===== src/rtl/chunked_serial_adder.sv =====
// rtl/chunked_serial_adder.sv - multi-cycle chunked adder/subtractor/accumulator with valid/ready handshakes
module chunked_serial_adder #(
  parameter int WIDTH = 16,
  parameter int CHUNK = 4
) (
  input  logic             clk,
  input  logic             rst,
  input  logic             in_valid,
  output logic             in_ready,
  input  logic [1:0]       op,
  input  logic [WIDTH-1:0] a,
  input  logic [WIDTH-1:0] b,
  input  logic             carry_in,
  output logic             out_valid,
  input  logic             out_ready,
  output logic [WIDTH-1:0] sum,
  output logic             carry_out,
  output logic             overflow,
  output logic [WIDTH-1:0] acc_out
);

  localparam int N  = WIDTH / CHUNK;
  localparam int KW = (N > 1) ? $clog2(N) : 1;
  localparam logic [KW-1:0] K_LAST = KW'(N - 1);

  localparam logic [1:0] OP_ADD = 2'b00;
  localparam logic [1:0] OP_SUB = 2'b01;
  localparam logic [1:0] OP_ACC = 2'b10;
  localparam logic [1:0] OP_CLR = 2'b11;

  typedef enum logic [1:0] {
    IDLE = 2'b00,
    BUSY = 2'b01,
    DONE = 2'b10
  } state_t;

  state_t state, state_next;

  // Latched effective operands for the operation in flight
  logic [WIDTH-1:0] x_r, y_r, res_r, acc_r;
  logic             c_r;
  logic             is_acc;
  logic [KW-1:0]    k;

  // Effective operands selected at accept time
  logic [WIDTH-1:0] ex, ey;
  logic             ec;

  // One chunk step of the ripple through the operand slices
  logic [CHUNK:0]   slice_sum;
  logic [WIDTH-1:0] res_step;
  logic             ovf_step;

  logic accept;

  assign accept    = in_valid && in_ready;
  assign out_valid = (state == DONE);
  assign acc_out   = acc_r;

  // Ready is free in IDLE; in DONE a new request can only enter as the result retires
  always_comb begin
    in_ready = 1'b0;
    case (state)
      IDLE:    in_ready = 1'b1;
      BUSY:    in_ready = 1'b0;
      DONE:    in_ready = out_ready;
      default: in_ready = 1'b0;
    endcase
  end

  // SUB is done as x + ~y + 1 so carry_out doubles as the no-borrow flag
  always_comb begin
    ex = a;
    ey = b;
    ec = carry_in;
    case (op)
      OP_ADD: begin
        ex = a;
        ey = b;
        ec = carry_in;
      end
      OP_SUB: begin
        ex = a;
        ey = ~b;
        ec = 1'b1;
      end
      OP_ACC: begin
        ex = acc_r;
        ey = a;
        ec = carry_in;
      end
      default: begin
        ex = a;
        ey = b;
        ec = carry_in;
      end
    endcase
  end

  // Add slice k and merge it into the partial result; MSB flags come from the full operands
  always_comb begin
    slice_sum = {1'b0, x_r[int'(k)*CHUNK +: CHUNK]}
              + {1'b0, y_r[int'(k)*CHUNK +: CHUNK]}
              + {{CHUNK{1'b0}}, c_r};
    res_step = res_r;
    res_step[int'(k)*CHUNK +: CHUNK] = slice_sum[CHUNK-1:0];
    ovf_step = (x_r[WIDTH-1] == y_r[WIDTH-1]) && (res_step[WIDTH-1] != x_r[WIDTH-1]);
  end

  // State register
  always_ff @(posedge clk or posedge rst) begin
    if (rst) begin
      state <= IDLE;
    end else begin
      state <= state_next;
    end
  end

  // Next-state: CLR skips BUSY, others walk N slices; DONE retires or chains a new request
  always_comb begin
    state_next = state;
    case (state)
      IDLE: begin
        if (accept) begin
          state_next = (op == OP_CLR) ? DONE : BUSY;
        end
      end
      BUSY: begin
        if (k == K_LAST) begin
          state_next = DONE;
        end
      end
      DONE: begin
        if (accept) begin
          state_next = (op == OP_CLR) ? DONE : BUSY;
        end else if (out_ready) begin
          state_next = IDLE;
        end
      end
      default: state_next = IDLE;
    endcase
  end

  // Datapath: latch operands on accept, step one chunk per BUSY cycle, register results at the end
  always_ff @(posedge clk or posedge rst) begin
    if (rst) begin
      x_r       <= '0;
      y_r       <= '0;
      res_r     <= '0;
      c_r       <= 1'b0;
      is_acc    <= 1'b0;
      k         <= '0;
      sum       <= '0;
      carry_out <= 1'b0;
      overflow  <= 1'b0;
      acc_r     <= '0;
    end else if (accept && (op == OP_CLR)) begin
      sum       <= '0;
      carry_out <= 1'b0;
      overflow  <= 1'b0;
      acc_r     <= '0;
    end else if (accept) begin
      x_r    <= ex;
      y_r    <= ey;
      c_r    <= ec;
      res_r  <= '0;
      k      <= '0;
      is_acc <= (op == OP_ACC);
    end else if (state == BUSY) begin
      res_r <= res_step;
      c_r   <= slice_sum[CHUNK];
      k     <= k + 1'b1;
      if (k == K_LAST) begin
        sum       <= res_step;
        carry_out <= slice_sum[CHUNK];
        overflow  <= ovf_step;
        if (is_acc) begin
          acc_r <= res_step;
        end
      end
    end
  end

endmodule


===== config.mk =====
export PLATFORM = sky130hd
export DESIGN_NAME = chunked_serial_adder
export DESIGN_NICKNAME = d
export VERILOG_FILES = /design/src/rtl/chunked_serial_adder.sv
export SDC_FILE = /design/constraint.sdc
export NUM_CORES = 1
export LEC_CHECK = 0
export CAP_MARGIN = 20
export CORE_MARGIN = 2
export CORE_UTILIZATION = 40
export CTS_CLUSTER_SIZE = 8
export DETAILED_ROUTE_END_ITERATION = 10
export HOLD_SLACK_MARGIN = 0.02
export PLACE_DENSITY_LB_ADDON = 0.05
export SLEW_MARGIN = 20
export SYNTH_ARGS = -nofsm -noshare
export SYNTH_HDL_FRONTEND = slang
export SYNTH_SLANG_ARGS = --single-unit

===== constraint.sdc =====
create_clock -name clk -period 5.55 [get_ports clk]
set_clock_uncertainty 0.2 [all_clocks]
set_input_delay 1.11 -clock clk [delete_from_list [all_inputs] [get_ports clk]]
set_output_delay 1.11 -clock clk [all_outputs]
set_load 0.01 [all_outputs]

==> qor.yml <==
cts:
  clk_latency_ns: 0.34
  ctsHoldBuffers: 0
  cts-resized-gates: 0
  cts-root-buf: "clkbuf_16"
  post_cts.repair.setup_buffers: 0
  clk_pin_slew_ns: 0.06
  cts_tree: "built"
  cts_buffer_depth: 2
  htree_levels: 3
  clock-sinks: 88
  cts-buffers-inserted: 9
setup_path:
  cp.arrival_ns: 2.38
  crit_type: "input port to output port"
  crit_top_cell: "clkdlybuf4s50_1"
  cpPeakStageDelay_ns: 0.55
  cp_max_fo: 6
  critical_path_required_ns: 4.24
  crit_path_end_kind: "output port"
  cp-start-kind: "input port"
  path_cells: "clkdlybuf4s50_1 -> nor2b_4 -> nor2_1 -> clkdlybuf4s50_1"
  crit_slowest_cell: "clkdlybuf4s50_1"
sta:
  tightest_slew_ns: 0.919
  period_needed_ns: 3.69
  max_freq_mhz: 271
  final_hold_viol_count: 0
  max_slew_margin: 0.388
  drv_slew: 0
  setup_viol: 0
  rsz0062_at_grt: "no"
  worst_slack_ns: 1.86
  whs_ns: 0.291
  period_share: 0.665
  tns_ns: 0
floorplan:
  num_rows: 39
  io_pins: 75
  die_h_microns: 111
  dieArea_sq_um: 12400
  coreArea_sq_um: 11300
  start_util: 0.407
  fp.dieW_microns: 111
power_and_ir_drop:
  power.leakage_nw: 2.41
  worst_ir_drop_vdd_v: 0.000350
  p_per_area_nw_per_um2: 592
global_route:
  grt_overflow: 0
  grt_use_total: 0.197
  grt_start_max_net_pins: 65
  first_global_vias: 3528
  antenna_found_initial: 0
  grt_pass1_wl_mm: 19.3
job:
  drv_cap: 0
synthesis:
  synth-seq-cells: 88
  yosysMostFrequentCell: "dfrtp_1"
  yosysSeqAreaShare: 0.477
  synth_ff_type: "dfrtp_1"
  yosysTopAreaCell: "dfrtp_1"
  synth_area_sq_um: 4610
  yosysTopAreaCellShare: 0.477
  synth_cell_types: 45
  syn_avg_cell_area_sq_um: 10.4
  synth_common_cells: "dfrtp_1, a21oi_1, nor2_1, inv_1, o21ai_0"
  synthTopCellsByArea: "dfrtp_1, a21oi_1, mux2_2"
  syn_nets: 498
  synth-edff-count: 0
  syn_inst: 445
  yosysWarnings: 0
  synth-async-reset-ratio: 1.00
min_path:
  hold_path.class: "flop to flop"
run_status:
  status: "finished, final reports clean"
final_layout:
  final.fill_count: 1074
  antennaDiodeCount: 0
  layout.nets: 556
  syn_to_final_growth_pct: 24.4
  drive_gt1_frac: 0.101
  stdcell_count: 650
route:
  final_antenna_net_count: 0
  vias: 3619
  drt_iter0_markers: 203
  drt_pass1_iterations: 4
  drt-total-wl_mm: 11.8
  wl_per_cell_microns: 18.1
  drc_errors: 0
  vias_per_cell: 5.57
placement:
  preCtsSetupSlack_ns: 1.86
  port-buffer-count: 74
  placed_cells: 635
  place_congestion: 0.803
  dp_hpwl_mm: 8.26
-- placed cells by master (no fill, tap or decap), types with 3 or more instances in the layout --
cell type and n:
a211oi_1 15, a21oi_1 45, a221oi_1 16, a22oi_1 5
a32o_1 3, a32oi_1 3, and2_1 4, and3_1 8
buf_4 5, clkbuf_16 9, clkdlybuf4s50_1 74, dfrtp_1 88
ha_1 12, inv_1 30, mux2_2 17, mux2i_1 16
mux4_2 8, nand2_1 16, nand3_1 19, nor2_1 35
nor3b_1 3, o21ai_0 28, o22ai_1 12
-- per-layer routing --
metal,global-route usage,routed length [microns],vias to the layer above
li1,-,-,1742
met1,0.269,5370,1788
met2,0.326,5880,79
met3,0.0397,419,10
met4,0.0494,117,0
met5,0,0,-
-- registers in the layout (all words and copies together), names as in the netlist, 2 cells and up --
name     cells
acc_out     16
k            2
res_r       16
state        2
sum         16
x_r         16
y_r         16
-- stage by stage --
stage	power, mW	util	cell area, sq um
after floorplan	2.17	-	4610
after global placement	2.72	0.478	5410
after detailed placement	2.75	0.478	5410
after CTS	3.42	0.507	5740
after global routing	3.65	0.507	5740
final	3.40	0.507	5740
-- logic make-up (layout without fill, tap and decap cells) --
group | after synthesis | in the layout | synth area share
flip-flops | 88 | 88 | 0.477
AND/OR/NAND/NOR | 103 | 103 | 0.117
multiplexers | 41 | 41 | 0.115
adder cells (fa/ha/maj) | 14 | 14 | 0.0412
AO/OA/AOI/OAI | 135 | 135 | 0.186
buffers and inverters | 63 | 125 | 0.0610
XOR/XNOR | 1 | 1 | 0.00190
-- worst max-delay path: cells and delay by family --
| kind | cells | cell delay [ns] |
|---|---|---|
| buffers and inverters | 2 | 1.08 |
| and+or+nand+nor | 2 | 0.19 |
-- area by class of cell --
cell class                 count  area (sq um)  area share
clock buffer                  11           253      0.0440
inverter                      31           118      0.0205
multi-input combinational    294          2130       0.371
timing repair buffer          79           778       0.136
sequential                    88          2200       0.384
clock inverter                 4          77.6      0.0135
tap                          143           179      0.0312
-- power by group --
part | leakage, nW | internal [mW] | switching (mW)
combinational | 1.13 | 0.739 | 0.844
clock | 0.162 | 0.418 | 0.246
sequential | 1.11 | 0.918 | 0.235
-- path summary, 6_finish.rpt --
check                                      start                endpoint  slack (ns)  cells past startpoint
max reg2reg                     k[0]$_DFFE_PP0P_  acc_out[7]$_DFFE_PP0P_        2.05                      6
min in group asynchronous                    rst      y_r[7]$_DFFE_PP0P_        1.06                      2
min reg2reg                res_r[11]$_DFFE_PP0P_   res_r[11]$_DFFE_PP0P_        0.29                      1
max in group asynchronous                    rst     sum[15]$_DFFE_PP0P_        3.05                      3
max                                    out_ready                in_ready        1.86                      4
min                        res_r[11]$_DFFE_PP0P_   res_r[11]$_DFFE_PP0P_        0.29                      1
Power figures use the tool's default switching activity.
